### src/rtl/uc_pkg.sv
// Shared constants for the multi-cycle control unit: opcode map, ALU select codes
// and FSM state encoding.
package uc_pkg;

    // Opcode values; anything at or above OP_LIMIT is illegal.
    localparam int unsigned OP_ADD   = 0;
    localparam int unsigned OP_SUB   = 1;
    localparam int unsigned OP_LOAD  = 2;
    localparam int unsigned OP_STORE = 3;
    localparam int unsigned OP_AND   = 4;
    localparam int unsigned OP_LIMIT = 5;

    // ALU operation select codes.
    localparam logic [1:0] ALU_ADD  = 2'b00;
    localparam logic [1:0] ALU_SUB  = 2'b01;
    localparam logic [1:0] ALU_ADDR = 2'b10;
    localparam logic [1:0] ALU_AND  = 2'b11;

    typedef enum logic [2:0] {
        S_IDLE,
        S_DECODE,
        S_EXEC,
        S_MEM,
        S_WB
    } state_t;

endpackage

### src/rtl/uc_decode.sv
// Combinational opcode decoder: opcode -> {alu_op, is_mem, is_load, is_legal}.
// Illegal opcodes decode to all-zero controls.
module uc_decode
    import uc_pkg::*;
#(
    parameter int unsigned OPCODE_W = 4
) (
    input  logic [OPCODE_W-1:0] opcode,
    output logic [1:0]          alu_op,
    output logic                is_mem,
    output logic                is_load,
    output logic                is_legal
);

    // Map each legal opcode onto its ALU select and memory class.
    always_comb begin
        alu_op   = ALU_ADD;
        is_mem   = 1'b0;
        is_load  = 1'b0;
        is_legal = 1'b1;
        case (opcode)
            OPCODE_W'(OP_ADD):   alu_op = ALU_ADD;
            OPCODE_W'(OP_SUB):   alu_op = ALU_SUB;
            OPCODE_W'(OP_LOAD): begin
                alu_op  = ALU_ADDR;
                is_mem  = 1'b1;
                is_load = 1'b1;
            end
            OPCODE_W'(OP_STORE): begin
                alu_op = ALU_ADDR;
                is_mem = 1'b1;
            end
            OPCODE_W'(OP_AND):   alu_op = ALU_AND;
            default:             is_legal = 1'b0;
        endcase
    end

endmodule

### src/rtl/uc_multicycle.sv
// Multi-cycle control unit: walks each instruction through IDLE/DECODE/EXEC/MEM/WB
// and drives ALU, data-memory and register-file controls.
// Optional macro UC_MEM_TIMEOUT_EN: abort a memory access after TIMEOUT_CYC
// consecutive MEM cycles without mem_ack, pulsing mem_err.
module uc_multicycle
    import uc_pkg::*;
#(
    parameter int unsigned OPCODE_W    = 4,
    parameter int unsigned ALUOP_W     = 2,
    parameter int unsigned TIMEOUT_CYC = 16
) (
    input  logic                clk,
    input  logic                rst,
    input  logic                instr_valid,
    output logic                instr_ready,
    input  logic [OPCODE_W-1:0] opcode,
    output logic [ALUOP_W-1:0]  alu_op,
    output logic                mem_read,
    output logic                mem_write,
    input  logic                mem_ack,
    output logic                reg_write,
    output logic                done,
    output logic                illegal,
    output logic                mem_err
);

    // Elaboration-time parameter sanity checks.
    if (ALUOP_W < 2) begin : g_bad_aluop_w
        $error("uc_multicycle: ALUOP_W must be >= 2");
    end
    if (TIMEOUT_CYC < 1) begin : g_bad_timeout
        $error("uc_multicycle: TIMEOUT_CYC must be >= 1");
    end

    state_t              state_q, state_d;
    logic [OPCODE_W-1:0] opcode_q, opcode_d;

    logic [1:0] dec_alu_op;
    logic       dec_is_mem;
    logic       dec_is_load;
    logic       dec_is_legal;

    uc_decode #(
        .OPCODE_W (OPCODE_W)
    ) u_decode (
        .opcode   (opcode_q),
        .alu_op   (dec_alu_op),
        .is_mem   (dec_is_mem),
        .is_load  (dec_is_load),
        .is_legal (dec_is_legal)
    );

`ifdef UC_MEM_TIMEOUT_EN
    localparam int unsigned CNT_W = $clog2(TIMEOUT_CYC + 1);

    logic [CNT_W-1:0] cnt_q, cnt_d;
    logic             timeout;

    // Count consecutive un-acked MEM cycles; cleared on the way into MEM.
    always_comb begin
        cnt_d = cnt_q;
        if (state_q == S_EXEC) begin
            cnt_d = '0;
        end else if (state_q == S_MEM && !mem_ack) begin
            cnt_d = cnt_q + 1'b1;
        end
    end

    // Timeout fires in the last allowed MEM cycle; an ack in that cycle wins.
    assign timeout = (cnt_q == CNT_W'(TIMEOUT_CYC - 1)) && !mem_ack;

    // Timeout counter register.
    always_ff @(posedge clk or posedge rst) begin
        if (rst) begin
            cnt_q <= '0;
        end else begin
            cnt_q <= cnt_d;
        end
    end
`endif

    // State and latched-opcode registers.
    always_ff @(posedge clk or posedge rst) begin
        if (rst) begin
            state_q  <= S_IDLE;
            opcode_q <= '0;
        end else begin
            state_q  <= state_d;
            opcode_q <= opcode_d;
        end
    end

    // Next-state and output decode from the state and the latched opcode.
    always_comb begin
        state_d     = state_q;
        opcode_d    = opcode_q;
        instr_ready = 1'b0;
        alu_op      = '0;
        mem_read    = 1'b0;
        mem_write   = 1'b0;
        reg_write   = 1'b0;
        done        = 1'b0;
        illegal     = 1'b0;
        mem_err     = 1'b0;
        // Outputs are forced to the IDLE values while reset is asserted.
        if (rst) begin
            instr_ready = 1'b1;
        end else begin
            unique case (state_q)
                S_IDLE: begin
                    instr_ready = 1'b1;
                    if (instr_valid) begin
                        opcode_d = opcode;
                        state_d  = S_DECODE;
                    end
                end
                S_DECODE: begin
                    alu_op = ALUOP_W'(dec_alu_op);
                    if (dec_is_legal) begin
                        state_d = S_EXEC;
                    end else begin
                        illegal = 1'b1;
                        state_d = S_IDLE;
                    end
                end
                S_EXEC: begin
                    alu_op  = ALUOP_W'(dec_alu_op);
                    state_d = dec_is_mem ? S_MEM : S_WB;
                end
                S_MEM: begin
                    alu_op    = ALUOP_W'(dec_alu_op);
                    mem_read  = dec_is_load;
                    mem_write = !dec_is_load;
                    if (mem_ack) begin
                        // Stores retire here; loads still need the write-back.
                        if (dec_is_load) begin
                            state_d = S_WB;
                        end else begin
                            done    = 1'b1;
                            state_d = S_IDLE;
                        end
                    end
`ifdef UC_MEM_TIMEOUT_EN
                    else if (timeout) begin
                        mem_err = 1'b1;
                        state_d = S_IDLE;
                    end
`endif
                end
                S_WB: begin
                    alu_op    = ALUOP_W'(dec_alu_op);
                    reg_write = 1'b1;
                    done      = 1'b1;
                    state_d   = S_IDLE;
                end
                default: state_d = S_IDLE;
            endcase
        end
    end

endmodule

### config.mk
export PLATFORM = sky130hd
export DESIGN_NAME = uc_multicycle
export DESIGN_NICKNAME = d
export VERILOG_FILES = /design/src/rtl/uc_pkg.sv /design/src/rtl/uc_decode.sv /design/src/rtl/uc_multicycle.sv
export SDC_FILE = /design/constraint.sdc
export NUM_CORES = 1
export LEC_CHECK = 0
export CORE_MARGIN = 4
export CORE_UTILIZATION = 40
export CTS_CLUSTER_DIAMETER = 150
export CTS_CLUSTER_SIZE = 30
export DETAILED_ROUTE_END_ITERATION = 10
export GPL_ROUTABILITY_DRIVEN = 0
export PLACE_DENSITY = 0.7
export SYNTH_ARGS = -nofsm -noshare
export SYNTH_HDL_FRONTEND = slang
export SYNTH_SLANG_ARGS = --single-unit
export TNS_END_PERCENT = 10
### constraint.sdc
create_clock -name clk -period 3.4 [get_ports clk]
set_input_delay 0.34 -clock clk [delete_from_list [all_inputs] [get_ports clk]]
set_output_delay 0.34 -clock clk [all_outputs]
set_load 0.02 [all_outputs]
Word-level counts from Yosys, hierarchy flattened
Index checks and enable logic that the tools add are counted.

Register bits after elaboration: 7. Bits in latches: 0. Memory bits (writable): 0. ROM bits: 0. Output and inout port bits: 9. Memories: 0.

Add/sub/neg operators: 0. $mul: 0. Divide/modulo/power cells: 0. Magnitude comparators: 0. Equal/unequal tests: 10. Shifts and indexed selects: 0. Multiplexer cells: 27. Bitwise gates (word level): 1. Reduce and logical (&&, ||, !) cells: 8.

Operator list (number): two-way mux 1 bit (17); two-way mux 3 bit (4); case mux 3 bit (4 select lines) (1); == test 4 x 2 -> 1 bit (second input constant) (2); == test 3 x 2 -> 1 bit (second input constant) (2); two-way mux 2 bit (3); case mux 2 bit (3 select lines) (1); AND reduction 3 bit (2); OR reduction 5 bit (1); == test 4 x 1 -> 1 bit (second input constant) (1); == test 4 x 3 -> 1 bit (second input constant) (1); logical NOT 4 bit (1); inequality test 2 bit (second input constant) (2); OR reduction 4 bit (1); == test 3 x 1 -> 1 bit (second input constant) (1); == test 3 bit (second input constant) (1); logical NOT 3 bit (1); case mux 1 bit (2 select lines) (1); OR reduction 2 bit (1); logical NOT 1 bit (1); inverter 1 bit (1).

Depth between registers and ports, before layout
Gate-level depths: netlist (run 1).

Word-level depth: 6. Mapped depth: 4. Mapped depth without buffers: 3.

Hierarchy
A second synthesis (run 1) with hierarchy kept.

Cells, all modules: 59. Area, all modules: 539.3 um2.

By module, submodules not included: uc_multicycle (instances 1, cells each 50, area each 484.2 um2, seq. area each 175.2 um2); uc_decode (instances 1, cells each 9, area each 55.1 um2, seq. area each 0.0 um2).

Worst setup path before layout (run 1)
OpenSTA, ideal clock, no wires.

Path kind: in2out. From: input port rst. To: output port illegal. Arrival: 2.053 ns. Data required time: 3.060 ns. Path slack: 1.007 ns. Stages on the path: 4. Path buffers: 1. Path through: clkbuf_1 inv_1 nand2_1 a2111oi_0.

Longest elaborated chain between the ends: 1.

RTL lines: start, declared (line uc_multicycle.sv:13) `input logic rst,`; two-way mux 1 bit (line uc_multicycle.sv:106) `if (rst) begin`; end, declared (line uc_multicycle.sv:23) `output logic illegal,`.

Every way passes these cells.

Final worst setup path (run 1)
Ends and elaborated chain as after synthesis.

==> flow_metrics.py, run 1 <==
metrics = {
    "outcome": {
        "status": "complete, no violations",
    },
    "setup_path": {
        "critical_path_cell_sequence": "clkdlybuf4s50_1 -> inv_1 -> nand2_1 -> a2111oi_0 -> clkdlybuf4s50_1",
        "critical_path.startpoint": "rst",
        "critical_path_required_ps": 3060,
        "crit_path_max_fanout": 10,
        "timing.critical_path.slowest_stage_cell": "sky130_fd_sc_hd__clkdlybuf4s50_1",
        "cp.buffers_inverters": 3,
        "crit_path_frequent_cell": "sky130_fd_sc_hd__clkdlybuf4s50_1",
        "timing.critical_path.slowest_cell_delay_ps": 680,
        "critical_path_start_type": "primary input",
        "criticalPathCategory": "in -> out",
        "timing.critical_path.to_type": "output pin",
        "arrival_time_of_the_worst_setup_path_ps": 2190,
        "crit-reg2reg-launch": "state_q[1]$_DFFE_PP0P_",
        "cp_top_family": "buffers and inverters",
    },
    "logic_synthesis": {
        "ys_seq_elements": 7,
        "total_standard_cell_area_after_synthesis_um2": 539,
        "syn_avg_cell_area_um2": 8.99,
        "synthCells": 60,
        "synth.net_count": 68,
        "synth.lib_cells_used.distinct": 31,
        "synth-seq-area-share": 0.325,
        "yosys_warnings": 0,
    },
    "final_layout": {
        "area_growth_pct": 30.2,
        "layout_common_cells": "sky130_fd_sc_hd__clkdlybuf4s50_1, sky130_fd_sc_hd__dfrtp_1, sky130_fd_sc_hd__nor2_1",
        "final_core_utilization": 0.592,
        "fillerInstances": 114,
        "final_layout_size_suffix_gt1_frac": 0.151,
        "final_common_cell": "sky130_fd_sc_hd__clkdlybuf4s50_1",
        "finish.net_count": 82,
        "antenna_diode_count": 0,
    },
    "power": {
        "max-vdd-ir-drop_mv": 0.495,
        "static-leakage-power_nw": 0.287,
        "power_consumption_w": 0.000544,
        "cell_pwr_density_nw_per_um2": 775,
    },
    "clock_tree": {
        "clk_path_buf_depth": 2,
        "cts_setup_buffers": 0,
        "tritoncts": "built",
        "clock_tree.htree_level_count": 1,
        "tritoncts.num_buffers": 3,
        "hold_buffers": 0,
        "ctsResizeCount": 0,
        "clk_transition_reported_paths_ps": 50,
        "clockRootBuffer": "sky130_fd_sc_hd__clkbuf_4",
        "worstSkewPairLatency_ps": 250,
        "tritoncts_num_sinks": 7,
    },
    "grt": {
        "final_global_route_overflow_total": 0,
        "global_route_wire_length_before_repair_um": 1900,
        "grt_max_degree": 14,
        "number_of_global_route_vias_before_repair": 442,
        "globalRouteTotalUtil": 0.136,
        "initial_antenna_violation_count": 0,
    },
    "route": {
        "num_vias": 489,
        "drcViolationCount": 0,
        "firstDrtPassIters": 4,
        "via_per_inst": 5.62,
        "wire_per_inst_um": 12.9,
        "drt-initial-drc-count": 12,
        "routed_wl_um": 1120,
        "drt.antenna.violating_nets": 0,
    },
    "sta": {
        "worst_slack_ps": 873,
        "drv_slew": 0,
        "fmax_ghz": 0.396,
        "timing.clock.skew_ps": 2.10,
        "finalSetupTns_ps": 0,
        "finalCriticalPeriod_ps": 2530,
        "rsz0062_at_grt": "false",
        "final-setup-viol-count": 0,
        "hold_viol_final": 0,
        "finalCritPeriodShare": 0.743,
    },
    "die": {
        "num_io_pins": 17,
        "floorplan.die_area_um2": 2000,
        "die_outline_width_um": 44.7,
        "rows": 12,
        "floorplan.die.height_um": 44.7,
        "initial_core_util": 0.455,
        "core_region_area_um2": 1190,
    },
    "worst_hold_path": {
        "hp-start": "opcode_q[3]$_DFFE_PP0P_",
        "worst_hold_path_type": "reg -> reg",
    },
    "placement": {
        "port_buffers": 15,
        "post_dp_hpwl_um": 829,
        "detailedPlace.worstSlack_ps": 836,
    },
    "flow_run": {
        "number_of_maximum_capacitance_violations": 0,
    },
}
## registers in the layout (all words and copies together), names as in the netlist
name / flops
state_q: 3
opcode_q: 4
## through the flow
stage	hold slack, ps	cell area, µm²	std cells
after floorplan	395	539	60
after global placement	523	676	83
after detailed placement	530	676	83
after CTS	538	702	87
after global routing	545	702	87
final	542	702	87
## synthesized netlist by cell type
library cell	number	area, µm²
sky130_fd_sc_hd__mux2_4	4	60.1
sky130_fd_sc_hd__inv_1	3	11.3
sky130_fd_sc_hd__nor2_1	6	22.5
sky130_fd_sc_hd__clkbuf_1	4	15.0
sky130_fd_sc_hd__nor3_1	2	10.0
sky130_fd_sc_hd__conb_1	1	3.75
sky130_fd_sc_hd__nand2_1	5	18.8
sky130_fd_sc_hd__nand2b_1	3	18.8
sky130_fd_sc_hd__and2b_1	1	7.51
sky130_fd_sc_hd__o2111a_1	1	11.3
sky130_fd_sc_hd__a41oi_1	1	8.76
sky130_fd_sc_hd__dfrtp_1	7	175
sky130_fd_sc_hd__o41ai_1	1	8.76
sky130_fd_sc_hd__buf_6	1	11.3
sky130_fd_sc_hd__nand3_1	1	5.00
sky130_fd_sc_hd__buf_2	1	5.00
sky130_fd_sc_hd__a211o_1	1	8.76
sky130_fd_sc_hd__mux2i_1	2	20.0
sky130_fd_sc_hd__nand4_1	1	6.26
sky130_fd_sc_hd__a21oi_1	1	5.00
sky130_fd_sc_hd__a211oi_1	1	7.51
sky130_fd_sc_hd__a32oi_1	1	8.76
sky130_fd_sc_hd__xnor2_1	1	8.76
sky130_fd_sc_hd__nor4_1	1	6.26
sky130_fd_sc_hd__or3b_2	1	8.76
sky130_fd_sc_hd__o2111ai_1	1	8.76
sky130_fd_sc_hd__a2bb2oi_1	1	8.76
sky130_fd_sc_hd__or3_4	2	22.5
sky130_fd_sc_hd__a2111oi_0	1	8.76
sky130_fd_sc_hd__o21ai_0	2	10.0
sky130_fd_sc_hd__buf_4	1	7.51
## final timing paths
check | slack [ps] | cells past startpoint | endpoint
max | 870 | 5 | illegal
min | 540 | 1 | opcode_q[3]$_DFFE_PP0P_
max reg2reg | 1650 | 3 | opcode_q[2]$_DFFE_PP0P_
min reg2reg | 540 | 1 | opcode_q[3]$_DFFE_PP0P_
max in group asynchronous | 2620 | 3 | opcode_q[3]$_DFFE_PP0P_
min in group asynchronous | 640 | 3 | state_q[1]$_DFFE_PP0P_
## layer usage
metal	vias up	share of wire	GRT usage
li1	241	-	-
met1	221	0.43	0.168
met2	23	0.45	0.189
met3	4	0.093	0.0717
met4	0	0.022	0.0723
met5	-	0	0
## area by class of cell
| class | count | area [µm²] | area share |
|---|---|---|---|
| Tap cell | 14 | 17.5 | 0.0250 |
| Clock buffer | 4 | 26.3 | 0.0374 |
| Multi-Input combinational cell | 43 | 314 | 0.447 |
| Timing Repair Buffer | 16 | 158 | 0.225 |
| Sequential cell | 7 | 175 | 0.250 |
| Inverter | 3 | 11.3 | 0.0160 |
## cell families after synthesis
logic type,Yosys count,share of synthesized area
AO/OA/AOI/OAI,12,0.176
multiplexers,6,0.148
buffers and inverters,10,0.0928
XOR/XNOR,1,0.0162
flip-flops,7,0.325
AND/OR/NAND/NOR,23,0.234
other,1,0.00695
## report_power, final
group	leakage, nW	internal, W	total [W]	switching, W
Clock	0.0150	0.0000447	0.0000745	0.0000298
Combinational	0.186	0.000153	0.000267	0.000114
Sequential	0.0868	0.000122	0.000203	0.0000804
(Power assumes the default switching activity.)
==> inputs of run 2 (changes only) <==
clock period = 2.55 ns   (was 3.4 ns; I/O delays follow)
==> run 2 against run 1 <==
Compared with the run above: sequential power increased by 34%; global-route usage increased by 0.48 points; highest routed layer unchanged; final cell count is 1.1% higher; largest cell class unchanged; wire length up 7.8%; critical path type is now reg -> out.
==> flow_metrics.py, run 2 (same netlist as run 1, synthesis figures left out) <==
metrics = {
    "final_layout": {
        "final_cells": 88,
        "final_core_utilization": 0.600,
        "final_common_cell": "sky130_fd_sc_hd__clkdlybuf4s50_1",
        "layout_common_cells": "sky130_fd_sc_hd__clkdlybuf4s50_1, sky130_fd_sc_hd__dfrtp_1, sky130_fd_sc_hd__nor2_1",
        "finish.net_count": 83,
        "biggestRegsByFlops": "opcode_q: 4 flops, state_q: 3 flops",
        "final_layout_size_suffix_gt1_frac": 0.162,
        "fillerInstances": 107,
        "area_growth_pct": 32.0,
        "antenna_diode_count": 0,
        "area.sequential_um2": 175,
        "multi_input_area_um2": 314,
        "number_of_flip_flops_in_the_largest_register": 4,
        "largest-register": "opcode_q",
    },
    "worst_hold_path": {
        "worst_hold_path_type": "in -> async",
    },
    "die": {
        "rows": 12,
        "core_region_area_um2": 1190,
        "floorplan.die.height_um": 44.7,
        "die_outline_width_um": 44.7,
        "initial_core_util": 0.455,
        "floorplan.die_area_um2": 2000,
        "num_io_pins": 17,
    },
    "flow_run": {
        "number_of_maximum_capacitance_violations": 0,
    },
    "setup_path": {
        "criticalPathCategory": "reg -> out",
        "crit_path_max_fanout": 7,
        "crit-reg2reg-launch": "state_q[1]$_DFFE_PP0P_",
        "crit-reg2reg-capture": "opcode_q[2]$_DFFE_PP0P_",
        "arrival_time_of_the_worst_setup_path_ps": 2100,
        "worst-r2r-cell-count": 3,
        "timing.reg2reg.setup_slack_ps": 810,
        "critical_path_required_ps": 2300,
        "critical_path_start_type": "flop",
        "timing.critical_path.to_type": "output pin",
    },
    "sta": {
        "hold_viol_final": 0,
        "timing.hold.ws_ps": 339,
        "final-setup-viol-count": 0,
        "timing.clock.skew_ps": 0.233,
        "finalSetupTns_ps": 0,
        "worst_slack_ps": 198,
        "drv_slew": 0,
        "finalCritPeriodShare": 0.922,
        "fmax_ghz": 0.425,
        "finalCriticalPeriod_ps": 2350,
        "rsz0062_at_grt": "false",
    },
    "route": {
        "firstDrtPassIters": 4,
        "routed_wl_um": 1210,
        "num_vias": 485,
        "drt-initial-drc-count": 10,
        "wire_per_inst_um": 13.7,
        "drcViolationCount": 0,
        "drt.antenna.violating_nets": 0,
        "via_per_inst": 5.51,
    },
    "clock_tree": {
        "hold_buffers": 0,
        "tritoncts": "built",
        "clockRootBuffer": "sky130_fd_sc_hd__clkbuf_4",
        "tritoncts.num_buffers": 3,
        "worstSkewPairLatency_ps": 250,
        "ctsResizeCount": 0,
        "cts_setup_buffers": 0,
        "clock_tree.htree_level_count": 1,
        "tritoncts_num_sinks": 7,
        "clk_path_buf_depth": 2,
        "clk_transition_reported_paths_ps": 50,
    },
    "placement": {
        "detailedPlace.worstSlack_ps": 335,
        "port_buffers": 15,
        "post_dp_hpwl_um": 881,
        "count_of_placed_standard_cells_including_taps": 84,
    },
    "grt": {
        "final_global_route_overflow_total": 0,
        "global_route_wire_length_before_repair_um": 2000,
        "number_of_global_route_vias_before_repair": 447,
        "grt_max_degree": 14,
        "initial_antenna_violation_count": 0,
        "globalRouteTotalUtil": 0.141,
    },
    "outcome": {
        "status": "complete, no violations",
    },
    "power": {
        "max-vdd-ir-drop_mv": 0.624,
        "static-leakage-power_nw": 0.311,
        "cell_pwr_density_nw_per_um2": 1020,
    },
}
==> run 2: cell types whose count changed in the layout (fill, tap and decap cells not counted) <==
cell | previous run | this run
sky130_fd_sc_hd__buf_4 | 1 | 2
sky130_fd_sc_hd__dlymetal6s2s_1 | 0 | 1
sky130_fd_sc_hd__clkdlybuf4s50_1 | 15 | 14
==> run 2: worst max path at each step <==
stage	start	to	slack (ps)	cells past startpoint
after floorplan	rst	illegal	330	4
after global placement	rst	illegal	330	5
after detailed placement	opcode_q[2]$_DFFE_PP0P_	mem_read	330	3
after CTS	opcode_q[2]$_DFFE_PP0P_	mem_read	50	3
after global routing	state_q[0]$_DFFE_PP0P_	illegal	60	3
final	opcode_q[2]$_DFFE_PP0P_	done	200	4
==> run 2: through the flow <==
step                instance area [µm²]  power, W
global route                        712  0.000786
global placement                    683  0.000623
floorplan                           539  0.000541
CTS                                 709  0.000738
detailed placement                  683  0.000628
finish                              712  0.000729
==> run 2: worst max-delay path, cell delays in order (launching register included) <==
cell                              delay [ps]
sky130_fd_sc_hd__dfrtp_1                 430
sky130_fd_sc_hd__or3b_2                  580
sky130_fd_sc_hd__o2111ai_1               210
sky130_fd_sc_hd__a21oi_1                  90
sky130_fd_sc_hd__clkdlybuf4s50_1         540
==> run 2: metal layers <==
layer | vias up | global-route usage | wire length, µm
met3 | 2 | 0.0717 | 70
met2 | 10 | 0.201 | 551
met5 | - | 0 | 0
met1 | 234 | 0.187 | 572
li1 | 239 | - | -
met4 | 0 | 0.0361 | 11
==> run 2: layout make-up <==
class,instances,share of cell area
Multi-Input combinational cell,43,0.441
Sequential cell,7,0.246
Timing Repair Buffer,17,0.236
Clock buffer,4,0.0369
Tap cell,14,0.0246
Inverter,3,0.0158
==> run 2: where the power goes <==
group          internal (W)  switching (W)  leakage, nW
combinational      0.000206       0.000150        0.209
clock             0.0000597      0.0000413       0.0150
sequential         0.000163       0.000109       0.0868
